<file path="src/rtl/tx_ant_switch_pkg.sv">
// Shared definitions for the TX/RX antenna-diversity blocks: antenna
// identifiers, antenna-mode encodings, switch-sequencer state encodings
// and the antenna pick rule used when a packet starts.
package tx_ant_switch_pkg;

    localparam logic ANT1 = 1'b0;
    localparam logic ANT2 = 1'b1;

    typedef enum logic [1:0] {
        MODE_FOLLOW = 2'd0,
        MODE_ANT1   = 2'd1,
        MODE_ANT2   = 2'd2,
        MODE_ALT    = 2'd3
    } ant_mode_e;

    typedef enum logic [1:0] {
        IDLE   = 2'd0,
        SETTLE = 2'd1,
        ACTIVE = 2'd2,
        TAIL   = 2'd3
    } sw_state_e;

    // follow_ant already folds in a same-cycle RX commit; alt_ant is the
    // current alternation phase.
    function automatic logic pick_antenna(input ant_mode_e mode,
                                          input logic      follow_ant,
                                          input logic      alt_ant);
        logic ant;
        case (mode)
            MODE_FOLLOW: ant = follow_ant;
            MODE_ANT1:   ant = ANT1;
            MODE_ANT2:   ant = ANT2;
            default:     ant = alt_ant;
        endcase
        return ant;
    endfunction

endpackage

</file>
<file path="src/rtl/tx_ant_switch.sv">
// TX antenna switch: picks the transmit antenna per packet, sequences
// T/R settle, PA enable and receiver blanking around the packet, and
// demultiplexes TX IQ samples onto the selected antenna's DAC path.
module tx_ant_switch
    import tx_ant_switch_pkg::*;
#(
    parameter int IQ_DATA_WIDTH = 16,
    parameter int SETTLE_WIDTH  = 8
) (
    input  logic                       clock,
    input  logic                       reset,
    input  logic                       enable,
    input  logic [1:0]                 ant_mode,
    input  logic                       rx_ant_select,
    input  logic                       rx_ant_valid,
    input  logic [SETTLE_WIDTH-1:0]    settle_cycles,
    input  logic [SETTLE_WIDTH-1:0]    tail_cycles,
    input  logic                       tx_req,
    output logic                       tx_ack,
    input  logic [2*IQ_DATA_WIDTH-1:0] tx_data_in,
    input  logic                       tx_data_in_strobe,
    output logic [2*IQ_DATA_WIDTH-1:0] tx_data_ant1_out,
    output logic                       tx_data_ant1_strobe,
    output logic [2*IQ_DATA_WIDTH-1:0] tx_data_ant2_out,
    output logic                       tx_data_ant2_strobe,
    output logic                       pa_en_1,
    output logic                       pa_en_2,
    output logic                       rx_blank,
    output logic                       tx_ant_select
);

    localparam int SAMPLE_W = 2 * IQ_DATA_WIDTH;
    localparam logic [SETTLE_WIDTH-1:0] COUNT_ONE = {{(SETTLE_WIDTH-1){1'b0}}, 1'b1};

    // Counter stops at all-ones so a live threshold change can never wrap it.
    function automatic logic [SETTLE_WIDTH-1:0] count_up(input logic [SETTLE_WIDTH-1:0] c);
        return (&c) ? c : c + COUNT_ONE;
    endfunction

    sw_state_e               state, next_state;
    logic [SETTLE_WIDTH-1:0] count, next_count;
    logic                    last_rx_ant;
    logic                    alt_toggle, next_alt_toggle;
    logic                    next_ant_select;
    logic                    next_ack, next_pa_1, next_pa_2, next_blank;
    logic                    follow_ant;
    logic                    routing;
    logic                    route_1, route_2;

    // A commit arriving in the same cycle as the packet start wins over the stored one.
    assign follow_ant = rx_ant_valid ? rx_ant_select : last_rx_ant;

    // Samples flow while the PA is up, including the tail so the pipeline drains.
    assign routing = enable && tx_data_in_strobe && (state == ACTIVE || state == TAIL);
    assign route_1 = routing && (tx_ant_select == ANT1);
    assign route_2 = routing && (tx_ant_select == ANT2);

    // Track the most recent antenna committed by the RX selector, whatever TX is doing.
    always_ff @(posedge clock) begin
        if (reset) begin
            last_rx_ant <= ANT1;
        end else if (rx_ant_valid) begin
            last_rx_ant <= rx_ant_select;
        end
    end

    // Next-state and next-output logic for the switch sequencer.
    always_comb begin
        next_state      = state;
        next_count      = count;
        next_alt_toggle = alt_toggle;
        next_ant_select = tx_ant_select;
        next_ack        = tx_ack;
        next_pa_1       = pa_en_1;
        next_pa_2       = pa_en_2;
        next_blank      = rx_blank;

        if (!enable) begin
            next_state = IDLE;
            next_count = '0;
            next_ack   = 1'b0;
            next_pa_1  = 1'b0;
            next_pa_2  = 1'b0;
            next_blank = 1'b0;
        end else begin
            case (state)
                IDLE: begin
                    next_count = '0;
                    next_ack   = 1'b0;
                    next_pa_1  = 1'b0;
                    next_pa_2  = 1'b0;
                    next_blank = 1'b0;
                    if (tx_req) begin
                        next_state      = SETTLE;
                        next_blank      = 1'b1;
                        next_ant_select = pick_antenna(ant_mode_e'(ant_mode), follow_ant, alt_toggle);
                        if (ant_mode_e'(ant_mode) == MODE_ALT) begin
                            next_alt_toggle = ~alt_toggle;
                        end
                    end
                end
                SETTLE: begin
                    if (!tx_req) begin
                        next_state = IDLE;
                        next_count = '0;
                        next_blank = 1'b0;
                    end else if (count == settle_cycles) begin
                        next_state = ACTIVE;
                        next_count = '0;
                        next_ack   = 1'b1;
                        next_pa_1  = (tx_ant_select == ANT1);
                        next_pa_2  = (tx_ant_select == ANT2);
                    end else begin
                        next_count = count_up(count);
                    end
                end
                ACTIVE: begin
                    if (!tx_req) begin
                        next_state = TAIL;
                        next_count = '0;
                        next_ack   = 1'b0;
                    end
                end
                TAIL: begin
                    if (count == tail_cycles) begin
                        next_state = IDLE;
                        next_count = '0;
                        next_pa_1  = 1'b0;
                        next_pa_2  = 1'b0;
                        next_blank = 1'b0;
                    end else begin
                        next_count = count_up(count);
                    end
                end
                default: begin
                    next_state = IDLE;
                    next_count = '0;
                    next_ack   = 1'b0;
                    next_pa_1  = 1'b0;
                    next_pa_2  = 1'b0;
                    next_blank = 1'b0;
                end
            endcase
        end
    end

    // Sequencer state and registered control outputs.
    always_ff @(posedge clock) begin
        if (reset) begin
            state         <= IDLE;
            count         <= '0;
            alt_toggle    <= ANT1;
            tx_ant_select <= ANT1;
            tx_ack        <= 1'b0;
            pa_en_1       <= 1'b0;
            pa_en_2       <= 1'b0;
            rx_blank      <= 1'b0;
        end else begin
            state         <= next_state;
            count         <= next_count;
            alt_toggle    <= next_alt_toggle;
            tx_ant_select <= next_ant_select;
            tx_ack        <= next_ack;
            pa_en_1       <= next_pa_1;
            pa_en_2       <= next_pa_2;
            rx_blank      <= next_blank;
        end
    end

    // Registered demux: the selected path carries the sample, the other stays zero.
    always_ff @(posedge clock) begin
        if (reset) begin
            tx_data_ant1_out    <= '0;
            tx_data_ant1_strobe <= 1'b0;
            tx_data_ant2_out    <= '0;
            tx_data_ant2_strobe <= 1'b0;
        end else begin
            tx_data_ant1_out    <= route_1 ? tx_data_in : {SAMPLE_W{1'b0}};
            tx_data_ant1_strobe <= route_1;
            tx_data_ant2_out    <= route_2 ? tx_data_in : {SAMPLE_W{1'b0}};
            tx_data_ant2_strobe <= route_2;
        end
    end

endmodule

</file>
<file path="config.mk">
export PLATFORM = sky130hd
export DESIGN_NAME = tx_ant_switch
export DESIGN_NICKNAME = d
export VERILOG_FILES = /design/src/rtl/tx_ant_switch_pkg.sv /design/src/rtl/tx_ant_switch.sv
export SDC_FILE = /design/constraint.sdc
export NUM_CORES = 1
export LEC_CHECK = 0
export CORE_AREA = 5 5 104 106
export DETAILED_ROUTE_END_ITERATION = 10
export DIE_AREA = 0 0 109 111
export HOLD_SLACK_MARGIN = 0.12
export PLACE_DENSITY = 0.69
export SETUP_SLACK_MARGIN = 0.05
export SYNTH_ARGS = -nofsm -noshare
export SYNTH_HDL_FRONTEND = slang
export SYNTH_SLANG_ARGS = --single-unit
</file>
<file path="constraint.sdc">
create_clock -name clock -period 2.15 [get_ports clock]
set_input_delay 0.645 -clock clock [delete_from_list [all_inputs] [get_ports clock]]
set_output_delay 0.645 -clock clock [all_outputs]
set_load 0.02 [all_outputs]
</file>
=== Word-level counts from Yosys, hierarchy flattened ===
Index checks and enable logic that the tools add are counted.

* $add $sub $neg: 1
* Equality and inequality tests: 15
* Multiplexer cells: 27
* Bitwise operators: 5
* Reduce and logical (&&, ||, !) cells: 19

{| class="wikitable"
|+ Operators with widths
! operator !! count
|-
| $mux 8 || 5
|-
| $pmux 8 s4 || 1
|-
| $eq 8x8->1 || 2
|-
| $reduce_and 4->1 || 4
|-
| $pmux 1 s3 || 5
|-
| $mux 1 || 10
|-
| $mux 2 || 5
|-
| $ne 2x2->1 const B || 5
|-
| $add 8x1->8 const B || 1
|-
| $eq 2x2->1 const B || 4
|-
| $pmux 2 s4 || 1
|-
| $reduce_and 8->1 || 1
|-
| $reduce_and 3->1 || 2
|-
| $reduce_bool 3->1 || 2
|-
| $reduce_or 2->1 || 3
|-
| $not 1->1 || 5
|-
| $eq 2x1->1 const B || 2
|-
| $logic_and 1x1->1 || 4
|-
| $logic_not 2->1 || 2
|-
| $ne 3x3->1 const B || 1
|-
| $ne 2x1->1 const B || 1
|-
| $logic_or 1x1->1 || 1
|}

* Flip-flop bits (word level): 83
* Input bits: 57
* Output and inout port bits: 71
* Logic and storage cells: 80

=== Depth between registers and ports, before layout ===
* Depth in word-level cells: 6
* Mapped depth: 8
* Mapped depth without buffers: 6

=== Least setup slack after synthesis ===
OpenSTA, ideal clock, no wires.

* Path kind: input to register
* Start: input settle_cycles[5]
* End: register count[6]
* Setup time: 124 ps
* Arrival: 1819 ps
* Data required time: 2026 ps
* Setup slack: 207 ps
* Cell stages on the path: 7
* Path buffers: 1
* Cell sequence: xor2_1 nor4_1 nand2_1 a31o_4 buf_6 a31oi_1 a21oi_1

* Word-level cells in the longest chain between the ends: 4

{| class="wikitable"
|+ Ends and longest elaborated chain
! element !! RTL line !! source
|-
| start: declaration || tx_ant_switch.sv:16 || <nowiki>input logic [SETTLE_WIDTH-1:0] settle_cycles,</nowiki>
|-
| $eq 8x8->1 || tx_ant_switch.sv:107 || <nowiki>end else if (count == settle_cycles) begin</nowiki>
|-
| $mux 8 || tx_ant_switch.sv:107 ||
|-
| $mux 8 || tx_ant_switch.sv:103 || <nowiki>if (!tx_req) begin</nowiki>
|-
| $pmux 8 s4 || tx_ant_switch.sv:86 || <nowiki>case (state)</nowiki>
|-
| end signal: assignment || tx_ant_switch.sv:160 || <nowiki>count <= next_count;</nowiki>
|-
| end: declaration || tx_ant_switch.sv:41 || <nowiki>logic [SETTLE_WIDTH-1:0] count, next_count;</nowiki>
|}

Every way passes these cells.
A chain may end at the register's enable or synchronous reset.

=== Worst setup path after layout ===
* Start: input tail_cycles[2]
* End: register count[6]

* Word-level cells in the longest chain between the ends: 3

{| class="wikitable"
|+ Ends and longest elaborated chain
! element !! RTL line !! source
|-
| start: declaration || tx_ant_switch.sv:17 || <nowiki>input logic [SETTLE_WIDTH-1:0] tail_cycles,</nowiki>
|-
| $eq 8x8->1 || tx_ant_switch.sv:125 || <nowiki>if (count == tail_cycles) begin</nowiki>
|-
| $mux 8 || tx_ant_switch.sv:125 ||
|-
| $pmux 8 s4 || tx_ant_switch.sv:86 ||
|}

Every way passes these cells.

==> results.md <==
* Layout cells sized above 1 at 11.24%
* Critical Path AT at 2270 ps
* Post-synth top area share at 58.71%
* Max-cap viol count at 0
* Post-placement cell area at 4325 µm²
* Peak VDD IR at 0.4045 mV
* Post-DP HPWL at 5756 µm
* Number of global-route vias before repair at 2,540
* Starting density of the core at 29.22%
* PD cells at 613.8 nW/µm²
* Vias per inst at 4.368
* Largest net degree at the start of global routing at 31
* Setup crit start kind: input port
* Max frequency at 0.4874 GHz
* Max-slew violation count at 0
* DRT Wirelength at 7800 µm
* TritonCTS Buffers at 9
* DRC violations left at 0
* Die W at 109 µm
* Area added between synthesis and finish at 63.13%
* Critical Path Fanout Max at 8
* Hold Crit Class: reg -> reg
* Gpl congestion at 0.7873
* RSZ-0062 raised after global routing: no
* Netlist cell types at 31
* First-pass GRT wire length at 12,400 µm
* #FFs+latches synth at 83
* Final nets at 471
* Hold buffers post-CTS at 0
* Final worst-path cycle share at 95.43%
* Slew @ Worst Pin at 496.4 ps
* Fin area at 4617 µm²
* Post-synth top area cell: dfxtp_1
* Initial antenna violation count at 0
* Dpl ws at -420.5 ps
* Clock Tree Buf Depth at 2
* # H-tree levels at 3
* Starting DRT DRC Count at 84
* Synth warnings at 0
* IO Port Bufs at 127
* Post-layout util at 47.67%
* Global route total overflow at 0
* IO Pins at 128
* Synth Net Count at 330
* Die H at 111 µm
* Skew-Pair Late Insertion Delay at 350 ps
* Flop pwr share at 55.6%
* Core Footprint at 9684 µm²
* DR WL/cell at 14.16 µm
* Num rows at 36
* Layout fillers at 919
* Die footprint at 12,100 µm²
* Logic pwr share at 7.7%
* Crit Path Class: in -> reg
* DRT antenna net count at 0
* Final setup fails at 0
* Average cell area after synthesis at 10.41 µm²
* Clock slew at reported path FFs at 80 ps
* Final Hold Vio Count at 0
* Crit. End Element: flop
* Area contributors post-synth: dfxtp_1 59%, and2_1 14%, xor2_1 5.3%
* Leak Pwr at 1.809 nW
* P_int at 2.152 mW
* Minimum clock period at 2052 ps
* First drt pass iteration count at 4
* Normalized max-slew margin at 66.84%
* GRT Util Overall at 13.01%
* Clock root buffer: clkbuf_8
* Gate Count Post-Synth at 272
* Mapped Area at 2830 µm²
* Switching Fraction at 24.05%
* Diode count at 0
* Clk_skew at 10.50 ps
* Area of the multi-input gates at 1166 µm²
* Clock share of power at 36.6%
* CTS tree: done
* Reg area at 1662 µm²
* Worst EP required at 2370 ps
* Post-layout worst setup margin at 98.23 ps
* Clock Sinks at 83
* Via count at 2,407
* Run status: completed
* Sw Pwr at 0.6815 mW
* Post-synthesis sequential area ratio at 58.71%
-- registers in the layout, indices dropped and copies added (netlist names), named ones only --
| name | flops |
|---|---|
| alt_toggle | 1 |
| count | 8 |
| last_rx_ant | 1 |
| pa_en_1 | 1 |
| pa_en_2 | 1 |
| rx_blank | 1 |
| state | 1 |
| tx_ack | 1 |
| tx_ant_select | 1 |
| tx_data_ant1_out | 32 |
| tx_data_ant1_strobe | 1 |
| tx_data_ant2_out | 32 |
| tx_data_ant2_strobe | 1 |
-- through the flow --
step | TNS [ps] | hold slack, ps | power [mW] | instances
after floorplan | 0 | 455.7 | 1.667 | 272
after global placement | -3237 | 474.4 | 1.805 | 532
after detailed placement | -3999 | 469.4 | 1.811 | 532
after CTS | 0 | 492.9 | 2.864 | 548
after global routing | 0 | 535.8 | 2.985 | 551
final | 0 | 489.9 | 2.834 | 551
-- cells by family (layout without fill, tap and decap cells) --
group | count (synthesis) | in the layout | synth area share [%]
AND/OR/NAND/NOR | 120 | 120 | 24.40
flip-flops | 83 | 83 | 58.71
AO/OA/AOI/OAI | 33 | 34 | 7.649
XOR/XNOR | 17 | 17 | 5.261
buffers and inverters | 17 | 162 | 3.183
adder cells (fa/ha/maj) | 1 | 1 | 0.4420
multiplexers | 1 | 1 | 0.3537
-- routing by layer --
| layer | GRT usage (%) | share of wire (%) |
|---|---|---|
| met1 | 13.64 | 38 |
| met2 | 21.66 | 49 |
| met3 | 7.164 | 12 |
| met4 | 4.630 | 1.1 |
| met5 | 0 | 0 |
-- critical path, cell delays in order --
cell and delay [ps]:
clkdlybuf4s50_1 410, xor2_1 160, nor4_2 380, a21oi_2 130, a31o_4 290, a31oi_1 190
a21oi_1 60
-- repair_timing --
action | 4_1_cts | 5_1_grt
setup buffers | 0 | 2
gates resized for setup | 2 | 17
setup endpoints to repair | 10 | 11
pin swaps | 0 | 9
gates cloned | 0 | 1
-- final timing paths --
check | from | slack, ps | depth (start not counted) | endpoint
worst max-delay path | tail_cycles[2] | 100 | 7 | count[6]
worst max register to register | count[2] | 230 | 6 | count[6]
worst min-delay path | rx_blank | 490 | 2 | rx_blank
worst min register to register | rx_blank | 490 | 2 | rx_blank
-- cell usage in the layout, fill, tap and decap left out, drive strengths merged --
master,Yosys,final
a31oi,6,6
a221oi,1,1
buf,6,15
nand2b,3,3
clkbuf,7,10
nor2b,2,2
nor4,5,5
dlygate4sd2,0,1
nor3,4,4
xor2,17,17
mux2i,1,1
and3,4,4
a31o,1,2
o311ai,1,1
nand2,14,14
nand3b,1,1
clkinv,0,3
nand3,8,8
dlymetal6s2s,0,6
a21oi,13,13
inv,4,6
nand4,2,2
a21bo,1,1
and2,65,65
o21ai,4,4
a41oi,1,1
nor2,12,12
clkdlybuf4s50,0,120
clkinvlp,0,1
dfxtp,83,83
ha,1,1
a211oi,1,1
o211ai,2,2
a22o,2,2
-- layout make-up --
class	count	share of cell area (%)
repair buffers	142	30.81
flip-flops and latches	83	35.99
clock inverters	6	1.030
inverters	4	0.3252
multi-input cells	173	25.26
clock buffers	10	2.981
well taps	133	3.604
-- power groups by stage --
stage	logic (mW)	registers [mW]	clock network, mW
detailed placement	0.203	1.61	0
CTS	0.207	1.57	1.08
finish	0.220	1.58	1.04
floorplan	0.0644	1.60	0
global placement	0.198	1.61	0
global route	0.237	1.58	1.17
-- synthesized netlist by cell type --
library cell	n
a211oi_1	1
a21bo_2	1
a21oi_1	13
a221oi_1	1
a22o_1	2
a31o_4	1
a31oi_1	6
a41oi_1	1
and2_1	65
and3_1	4
buf_2	3
buf_6	3
clkbuf_1	7
dfxtp_1	83
ha_1	1
inv_1	4
mux2i_1	1
nand2_1	14
nand2b_1	3
nand3_1	8
nand3b_1	1
nand4_1	2
nor2_1	12
nor2b_1	2
nor3_1	4
nor4_1	2
nor4_2	3
o211ai_1	2
o21ai_0	4
o311ai_1	1
xor2_1	17
No activity file was read; power rests on OpenSTA's default activity.
